$ cat config.mk
export PLATFORM = sky130hd
export DESIGN_NAME = pixel_write_receiver
export DESIGN_NICKNAME = d
export VERILOG_FILES = /design/src/rtl/pixel_write_receiver.sv
export SDC_FILE = /design/constraint.sdc
export NUM_CORES = 1
export LEC_CHECK = 0
export CAP_MARGIN = 15
export CELL_PAD_IN_SITES_DETAIL_PLACEMENT = 1
export CELL_PAD_IN_SITES_GLOBAL_PLACEMENT = 2
export CORE_MARGIN = 2
export CORE_UTILIZATION = 34
export DETAILED_ROUTE_END_ITERATION = 10
export PLACE_DENSITY_LB_ADDON = 0.1
export SLEW_MARGIN = 15
export SYNTH_ARGS = -nofsm -noshare
export SYNTH_HDL_FRONTEND = slang
export SYNTH_SLANG_ARGS = --single-unit
$ cat constraint.sdc
create_clock -name Clck -period 2.4 [get_ports Clck]
set_input_delay 0.36 -clock Clck [delete_from_list [all_inputs] [get_ports Clck]]
set_output_delay 0.36 -clock Clck [all_outputs]
set_load 0.05 [all_outputs]
$ cat src/rtl/pixel_write_receiver.sv
// pixel_write_receiver
//   Turns rising edges of print_enable into framebuffer writes. Each edge
//   captures one (x, y, colour) request; out-of-screen requests are dropped,
//   in-screen requests are turned into a linear address and queued in a small
//   FIFO, then issued to the framebuffer with a valid/ready style handshake.
//
// Ports
//   Clck          in   clock, rising edge
//   Reset         in   asynchronous active-low reset
//   paint_x_co    in   requested pixel x            [XW]
//   paint_y_co    in   requested pixel y            [YW]
//   color         in   requested pixel colour       [3]
//   print_enable  in   request strobe (edge-detected)
//   mem_ready     in   framebuffer accepts a write this cycle
//   clear_flags   in   synchronous clear of overflow / dropped_count
//   mem_addr      out  framebuffer write address    [AW]
//   mem_data      out  framebuffer write colour     [3]
//   mem_we        out  framebuffer write request
//   busy          out  requests pending or a write outstanding
//   overflow      out  sticky: a request was lost to a full FIFO
//   dropped_count out  saturating count of dropped requests [8]
module pixel_write_receiver #(
  parameter int SCR_WIDTH  = 160,
  parameter int SCR_HEIGHT = 120,
  parameter int XW         = 8,
  parameter int YW         = 7,
  parameter int AW         = 15,
  parameter int DEPTH      = 4
) (
  input  logic          Clck,
  input  logic          Reset,
  input  logic [XW-1:0] paint_x_co,
  input  logic [YW-1:0] paint_y_co,
  input  logic [2:0]    color,
  input  logic          print_enable,
  input  logic          mem_ready,
  input  logic          clear_flags,
  output logic [AW-1:0] mem_addr,
  output logic [2:0]    mem_data,
  output logic          mem_we,
  output logic          busy,
  output logic          overflow,
  output logic [7:0]    dropped_count
);

  localparam int PW = (DEPTH > 1) ? $clog2(DEPTH) : 1;
  localparam int CW = $clog2(DEPTH + 1);

  typedef enum logic {
    IDLE  = 1'b0,
    ISSUE = 1'b1
  } state_t;

  state_t r_state;
  state_t w_state_nx;

  logic          r_pe_prev;
  logic          r_overflow;
  logic [7:0]    r_dropped;

  logic [AW-1:0] r_fifo_addr [DEPTH];
  logic [2:0]    r_fifo_data [DEPTH];
  logic [PW-1:0] r_rd;
  logic [PW-1:0] r_wr;
  logic [CW-1:0] r_count;

  logic [AW-1:0] r_mem_addr;
  logic [2:0]    r_mem_data;

  logic          w_cap;
  logic          w_in_range;
  logic [AW-1:0] w_addr;
  logic          w_xfer;
  logic          w_push_ok;
  logic          w_push;
  logic          w_full_drop;
  logic          w_drop;
  logic [CW-1:0] w_count_after_pop;
  logic [CW-1:0] w_count_nx;
  logic [PW-1:0] w_rd_nx;
  logic          w_load;
  logic [AW-1:0] w_head_addr;
  logic [2:0]    w_head_data;

  function automatic logic [PW-1:0] ptr_inc(input logic [PW-1:0] p);
    return (p == PW'(DEPTH - 1)) ? '0 : p + 1'b1;
  endfunction

  // ---------------------------------------------------------------- capture
  assign w_cap      = print_enable & ~r_pe_prev;
  assign w_in_range = (32'(paint_x_co) < 32'(SCR_WIDTH)) &&
                      (32'(paint_y_co) < 32'(SCR_HEIGHT));
  assign w_addr     = AW'(32'(paint_y_co) * 32'(SCR_WIDTH) + 32'(paint_x_co));

  // The entry being offered on mem_addr/mem_data stays in the FIFO (and in
  // r_count) until its transfer cycle, so ISSUE is exactly "count != 0" and a
  // freed slot can be refilled in the very cycle it transfers.
  assign w_xfer      = (r_state == ISSUE) & mem_ready;
  assign w_push_ok   = (r_count < CW'(DEPTH)) | w_xfer;
  assign w_push      = w_cap & w_in_range & w_push_ok;
  assign w_full_drop = w_cap & w_in_range & ~w_push_ok;
  assign w_drop      = w_cap & (~w_in_range | ~w_push_ok);

  assign w_count_after_pop = r_count - CW'(w_xfer);
  assign w_count_nx        = w_count_after_pop + CW'(w_push);
  assign w_rd_nx           = w_xfer ? ptr_inc(r_rd) : r_rd;

  // ------------------------------------------------------------------- FIFO
  always_ff @(posedge Clck or negedge Reset) begin
    if (!Reset) begin
      r_rd    <= '0;
      r_wr    <= '0;
      r_count <= '0;
    end else begin
      r_rd    <= w_rd_nx;
      r_count <= w_count_nx;
      if (w_push) r_wr <= ptr_inc(r_wr);
    end
  end

  always_ff @(posedge Clck) begin
    if (w_push) begin
      r_fifo_addr[r_wr] <= w_addr;
      r_fifo_data[r_wr] <= color;
    end
  end

  // -------------------------------------------------------------------- FSM
  always_ff @(posedge Clck or negedge Reset) begin
    if (!Reset) r_state <= IDLE;
    else        r_state <= w_state_nx;
  end

  always_comb begin
    w_state_nx = r_state;
    case (r_state)
      IDLE:    if (w_push) w_state_nx = ISSUE;
      ISSUE:   if (w_xfer && (w_count_nx == '0)) w_state_nx = IDLE;
      default: w_state_nx = IDLE;
    endcase
  end

  // Next head: a request arriving into an otherwise empty queue is forwarded
  // straight to the output registers, giving one-cycle latency.
  always_comb begin
    w_load      = 1'b0;
    w_head_addr = r_fifo_addr[w_rd_nx];
    w_head_data = r_fifo_data[w_rd_nx];
    if (w_count_after_pop == '0) begin
      w_head_addr = w_addr;
      w_head_data = color;
    end
    case (r_state)
      IDLE:    w_load = w_push;
      ISSUE:   w_load = w_xfer & (w_count_nx != '0);
      default: w_load = 1'b0;
    endcase
  end

  always_ff @(posedge Clck or negedge Reset) begin
    if (!Reset) begin
      r_mem_addr <= '0;
      r_mem_data <= '0;
    end else if (w_load) begin
      r_mem_addr <= w_head_addr;
      r_mem_data <= w_head_data;
    end
  end

  // ------------------------------------------------------- edge and flags
  always_ff @(posedge Clck or negedge Reset) begin
    if (!Reset) begin
      r_pe_prev  <= 1'b1;
      r_overflow <= 1'b0;
      r_dropped  <= '0;
    end else begin
      r_pe_prev <= print_enable;
      if (clear_flags) begin
        r_overflow <= 1'b0;
        r_dropped  <= {7'd0, w_drop};
      end else begin
        if (w_full_drop) r_overflow <= 1'b1;
        if (w_drop && (r_dropped != 8'hFF)) r_dropped <= r_dropped + 8'd1;
      end
    end
  end

  assign mem_we        = (r_state == ISSUE);
  assign mem_addr      = r_mem_addr;
  assign mem_data      = r_mem_data;
  assign busy          = (r_count != '0) | mem_we;
  assign overflow      = r_overflow;
  assign dropped_count = r_dropped;

endmodule

==> Word-level counts from Yosys, hierarchy flattened <==
Memories as Yosys holds them, arrays and structs flattened.
Cells that the tools add are included.
{ "classes": {"n_addsub": 6, "multipliers": 1, "magnitude_cmp": 3, "eq_ne": 3, "mux": 14, "bitwise": 14, "reduce_logical": 9} }
{ "ops": {"columns": ["cell", "count"], "rows": [
  ["$mux W8", 2],
  ["$add A15 B8 Y15", 1],
  ["$mux W15", 1],
  ["$mul A7 B3 Y10 const B", 1],
  ["$add A8 B1 Y8 const B", 1],
  ["$lt A8 B8 Y1 const B", 1],
  ["$ne A8 B8 Y1 const B", 1],
  ["$and A1 B1 Y1", 7],
  ["$lt A7 B7 Y1 const B", 1],
  ["$logic_not A3 Y1", 2],
  ["$mux W2", 3],
  ["$reduce_bool A3 Y1", 2],
  ["$mux W1", 5],
  ["$add A2 B1 Y2 const B", 2],
  ["$eq A2 B2 Y1 const B", 2],
  ["$not A1 Y1", 4],
  ["$pmux W1 S2", 2],
  ["$reduce_bool A2 Y1", 2],
  ["$add A3 B1 Y3", 1],
  ["$logic_and A1 B1 Y1", 3],
  ["$lt A3 B3 Y1 const B", 1],
  ["$mux W3", 1],
  ["$or A1 B1 Y1", 3],
  ["$sub A3 B1 Y3", 1]
]} }
{ "word_totals": {"register_bits": 36, "mem_bits_rw": 72, "input_bits": 23, "out_inout_bits": 29, "wordCells": 61, "memories": 2} }
{ "mem_list": {"columns": ["name", "depth", "word_bits", "rd", "rd_ports_with_merged_regs", "write_ports", "line_no", "text"], "rows": [
  ["r_fifo_addr", 4, 15, 1, 0, 1, "61", "logic [AW-1:0] r_fifo_addr [DEPTH];"],
  ["r_fifo_data", 4, 3, 1, 0, 1, "62", "logic [2:0] r_fifo_data [DEPTH];"]
]} }

==> Longest topological paths before layout <==
{ "depth": {"ltp_word": 9, "mapped_depth": 12, "mapped_depth_nobuf": 11} }

==> Worst setup path after synthesis <==
Ideal clock, no wire load.
{ "synth_path": {"path_kind": "reg-to-reg", "startpoint": "reg r_state (netlist: mem_we)", "endpoint": "reg r_mem_addr[11] (netlist: mem_addr[11])", "setup_time_ns": 0.077, "arrival_ns": 2.659, "t_required_ns": 2.323, "path_slack_ns": -0.336, "stages_incl_launch_ff": 12, "n_path_buf": 2, "period_less_slack_ns": 2.736, "path_cell_list": "dfrtp_1 a21bo_2 and4b_1 clkbuf_1 ha_1 ha_1 xnor2_1 nor3_1 o21ai_2 clkbuf_1 nor2_1 a21oi_1"} }
{ "synth_via": {"elab_chain_len": 7, "elab_cells_between_ends": 13, "cone_classes": "add/sub: 2; mux: 3; bitwise: 5; reduce/logical: 2; memory: 1"} }
{ "synth_rtl": {"columns": ["item", "line_no", "text"], "rows": [
  ["start: declaration", "54", "state_t r_state;"],
  ["start signal: assignment", "131", "else r_state <= w_state_nx;"],
  ["$and A1 B1 Y1", "98", "assign w_xfer = (r_state == ISSUE) & mem_ready;"],
  ["$or A1 B1 Y1", "99", "assign w_push_ok = (r_count < CW'(DEPTH)) | w_xfer;"],
  ["$and A1 B1 Y1", "100", "assign w_push = w_cap & w_in_range & w_push_ok;"],
  ["named net w_push", "75", "logic w_push;"],
  ["$add A3 B1 Y3", "105", "assign w_count_nx = w_count_after_pop + CW'(w_push);"],
  ["named net w_count_nx[2]", "79", "logic [CW-1:0] w_count_nx;"],
  ["$reduce_bool A3 Y1", "155", "ISSUE: w_load = w_xfer & (w_count_nx != '0);"],
  ["$and A1 B1 Y1", "155", null],
  ["$pmux W1 S2", "153", "case (r_state)"],
  ["end signal: assignment", "165", "r_mem_addr <= w_head_addr;"],
  ["end: declaration", "67", "logic [AW-1:0] r_mem_addr;"]
]} }
The timed path passes the listed nets, and every way through them passes these cells.
A chain may end at the register's enable or synchronous reset.

==> Final worst setup path <==
{ "layout_path": {"startpoint": "in paint_y_co[4]", "endpoint": "mem r_fifo_addr[0][13] (data pin)"} }
{ "layout_via": {"elab_chain_len": 2} }
{ "layout_rtl": {"columns": ["item", "line_no", "text"], "rows": [
  ["start: declaration", "33", "input logic [YW-1:0] paint_y_co,"],
  ["$mul A7 B3 Y10", "93", "assign w_addr = AW'(32'(paint_y_co) * 32'(SCR_WIDTH) + 32'(paint_x_co));"],
  ["$add A15 B8 Y15", "93", null],
  ["named net w_addr[13]", "72", "logic [AW-1:0] w_addr;"],
  ["end: declaration", "61", null]
]} }
The timed path passes the listed nets, and every way through them passes these cells.

==> impl_metrics.tcl <==
set metrics [dict create \
    status "finished clean" \
    setup_failing_eps_final 0 \
    netlist.top_cell.by_area "sky130_fd_sc_hd__edfxtp_1" \
    die_height_um 126 \
    globalplace.congestion 0.746 \
    cts_max_path_buffers 2 \
    die_area_um2 16000 \
    cpLargestDelayFamily "adder cells" \
    routed_wl_mm 13.0 \
    cap_violations 0 \
    layout.filler_cells 1530 \
    fin_crit_sh 0.976 \
    global_route.usage.total 0.170 \
    globalRoute.totalOverflow 0 \
    worst-endpoint-required_ps 2490 \
    critical_path.max_stage_delay_ps 580 \
    multi_input_gate_area_in_the_final_layout_um2 2160 \
    syn_area_per_cell_um2 12.1 \
    leakage_uw 0.00267 \
    final-seq-area_um2 3070 \
    drive_above_1_share 0.273 \
    timing.critical_path.buf_inv 1 \
    synth_ff_type "sky130_fd_sc_hd__edfxtp_1" \
    timing.final.crit_period_ps 2340 \
    floorplan.die.width_um 126 \
    worst_clock_skew_ps 7.07 \
    fmaxAchievable_mhz 427 \
    worst_slew_pin_slew_ps 539 \
    number_of_clock_buffers_inserted_by_tritoncts 9 \
    critical_path.cell_chain "dlygate4sd2_1 > ha_4 > fa_2 > nand2_2 > or2_4 > o21bai_4 > nor3_4 > xnor2_2 > xnor2_2" \
    max-vdd-ir-drop_mv 0.443 \
    final_hold_viol_count 0 \
    setup.worst_path.start_class "input pin" \
    detailroute.via_count 3706 \
    setup_slack_after_placement_ps -783 \
    grt_first_pass_wirelength_mm 21.1 \
    maxSlewViolCount 0 \
    setup-tns-final_ps 0 \
    clock_tree.htree_level_count 3 \
    area.growth.synth_to_final_pct 36.9 \
    origin_of_the_worst_setup_path "paint_y_co[4]" \
    cts_tree "yes" \
    antenna_found_initial 0 \
    synth_top_area_share 0.424 \
    drt-wirelength-per-cell_um 17.9 \
    path_class "input pin to flop" \
    antenna_violating_nets_left 0 \
    placementRows 44 \
    post-route-drc-count 0 \
    hold_path_startpoint "mem_ready" \
    dpl.hpwl_mm 8.97 \
    timing.critical_path.slowest_stage_cell "sky130_fd_sc_hd__fa_2" \
    setup.reg_to_reg.worst_slack_ps 130 \
    ys.warnings.count 0 \
    synth_area_um2 5100 \
    worst_ep_arrival_time_ps 2430 \
    synth_nets 468 \
    grt_max_degree 37 \
    r2r-start "mem_we" \
    drt_first_pass_iters 4 \
    antenna_cells 0 \
    maxSlewHeadroom 0.640 \
    number_of_nets_in_the_layout 586 \
    netlist-cell-type-count 58 \
    netlist_top_cells_area "sky130_fd_sc_hd__edfxtp_1 (42%), sky130_fd_sc_hd__dfrtp_1 (17%), sky130_fd_sc_hd__ha_1 (5.6%)" \
    ios 52 \
    gate_count_post_synth 420 \
    io_buffer_count 51 \
    hold_path_class "input pin to flop" \
    synth-seq-cells 108 \
    crit_top_cell "sky130_fd_sc_hd__xnor2_2" \
    power.density_cell_area_nw_per_um2 1190 \
    core_footprint_um2 14600 \
    final_core_utilization 0.478 \
    initial_utilization 0.349 \
    drtIter0Drc 157 \
    worst_setup_hold_path_clk_slew_ps 70 \
    critPathMaxFanout 4 \
    async_reset_ff_frac 0.333 \
    synth_edf_count 72 \
    worst_setup_ep_type "flop" \
    layout.cells.most_common "sky130_fd_sc_hd__edfxtp_1" \
    commonest_non_fill_non_tap_cells_in_the_layout "sky130_fd_sc_hd__edfxtp_1 (72), sky130_fd_sc_hd__buf_4 (64), sky130_fd_sc_hd__nand2_1 (43), sky130_fd_sc_hd__clkdlybuf4s50_1 (41), sky130_fd_sc_hd__nor2_1 (37)" \
    clockRootBuffer "sky130_fd_sc_hd__clkbuf_16" \
    via_count_of_the_first_global_routing_pass 3896 \
    viasPerCell 5.10 \
    cts.sink_count 108 \
    layout_setup_ws_ps 56.5 \
    yosysSeqAreaShare 0.601 \
    worstSkewPairLatency_ps 350 \
]
where the power goes:
| group | switching, uW | total (uW) | internal, uW |
|---|---|---|---|
| Clock | 660 | 1500 | 842 |
| Sequential | 167 | 2510 | 2340 |
| Combinational | 2510 | 4310 | 1790 |
| Total | 3340 | 8320 | 4980 |
logic make-up (layout without fill, tap and decap cells):
family,Yosys count,count (layout),share of synthesized area
and+or+nand+nor,138,138,0.132
DFF,108,108,0.601
AOI/OAI and AO/OA,93,93,0.127
buffers and inverters,35,158,0.0356
adders and majority gates,25,25,0.0643
xor gates and xnor gates,18,18,0.0309
muxes,3,3,0.00908
layout make-up:
type	count	area share
Tap cell	184	0.0330
Multi-Input combinational cell	277	0.309
Sequential cell	108	0.439
Inverter	15	0.00914
Clock buffer	11	0.0348
Timing Repair Buffer	127	0.166
Clock inverter	5	0.00825
state kept, by name (all words and copies together) (netlist names):
register / count
r_count: 3
dropped_count: 8
r_wr: 2
overflow: 1
r_fifo_addr: 60
r_fifo_data: 12
r_rd: 2
r_pe_prev: 1
mem_addr: 15
mem_we: 1
mem_data: 3
Yosys cell counts, types with 2 or more instances:
library cell / count
sky130_fd_sc_hd__or3_1: 2
sky130_fd_sc_hd__clkbuf_1: 10
sky130_fd_sc_hd__and2_1: 4
sky130_fd_sc_hd__buf_6: 3
sky130_fd_sc_hd__nand4_1: 3
sky130_fd_sc_hd__and3_1: 17
sky130_fd_sc_hd__inv_1: 13
sky130_fd_sc_hd__a21oi_1: 35
sky130_fd_sc_hd__ha_1: 23
sky130_fd_sc_hd__or2_1: 2
sky130_fd_sc_hd__buf_2: 3
sky130_fd_sc_hd__nand2_1: 44
sky130_fd_sc_hd__dfrtp_1: 35
sky130_fd_sc_hd__o21ai_2: 3
sky130_fd_sc_hd__nor3_1: 7
sky130_fd_sc_hd__xnor2_1: 14
sky130_fd_sc_hd__a21bo_2: 2
sky130_fd_sc_hd__buf_1: 3
sky130_fd_sc_hd__o21ai_0: 6
sky130_fd_sc_hd__nand3_1: 7
sky130_fd_sc_hd__nand2b_1: 2
sky130_fd_sc_hd__a211oi_1: 19
sky130_fd_sc_hd__xor2_1: 4
sky130_fd_sc_hd__fa_1: 2
sky130_fd_sc_hd__nor2_1: 38
sky130_fd_sc_hd__edfxtp_1: 72
sky130_fd_sc_hd__a311oi_1: 16
worst paths after layout:
| kind | endpoint | depth (start not counted) |
|---|---|---|
| worst min register to register | overflow | 2 |
| worst max register to register | mem_addr[14] | 12 |
| worst max-delay path | r_fifo_addr[0][13] | 9 |
| min in group asynchronous | dropped_count[7] | 2 |
| max in group asynchronous | mem_addr[4] | 3 |
| worst min-delay path | mem_we | 4 |
metrics by stage:
step,std cells,hold slack [ps],total power (uW),instance area (um2)
2_1_floorplan,420,64.4,5200,5230
3_3_place_gp,704,377,6510,6400
3_5_place_dp,704,383,6590,6400
4_1_cts,723,428,8200,6810
5_1_grt,727,451,8910,6980
6_report,727,451,8320,6980
per-layer routing:
metal  vias up  share of wire  track usage
met4         0          0.012       0.0465
li1       1791              -            -
met3        11          0.037       0.0371
met2        58           0.49        0.280
met1      1846           0.46        0.228
met5         -              0            0
worst min-delay path, delay by kind of cell:
kind / cells / cell delay, ps
compound gates: 1 / 70
simple gates: 1 / 70
buf+inv: 2 / 260
repair_timing:
item | CTS | global route
setup buffers | 2 | 3
resized for setup | 24 | 31
endpoints found under the setup margin | 29 | 27
hold endpoints to repair | 4 | 0
hold buffers | 1 | 0
pin swaps | 9 | 14
cloned | 0 | 1
Power figures use the tool's default switching activity.
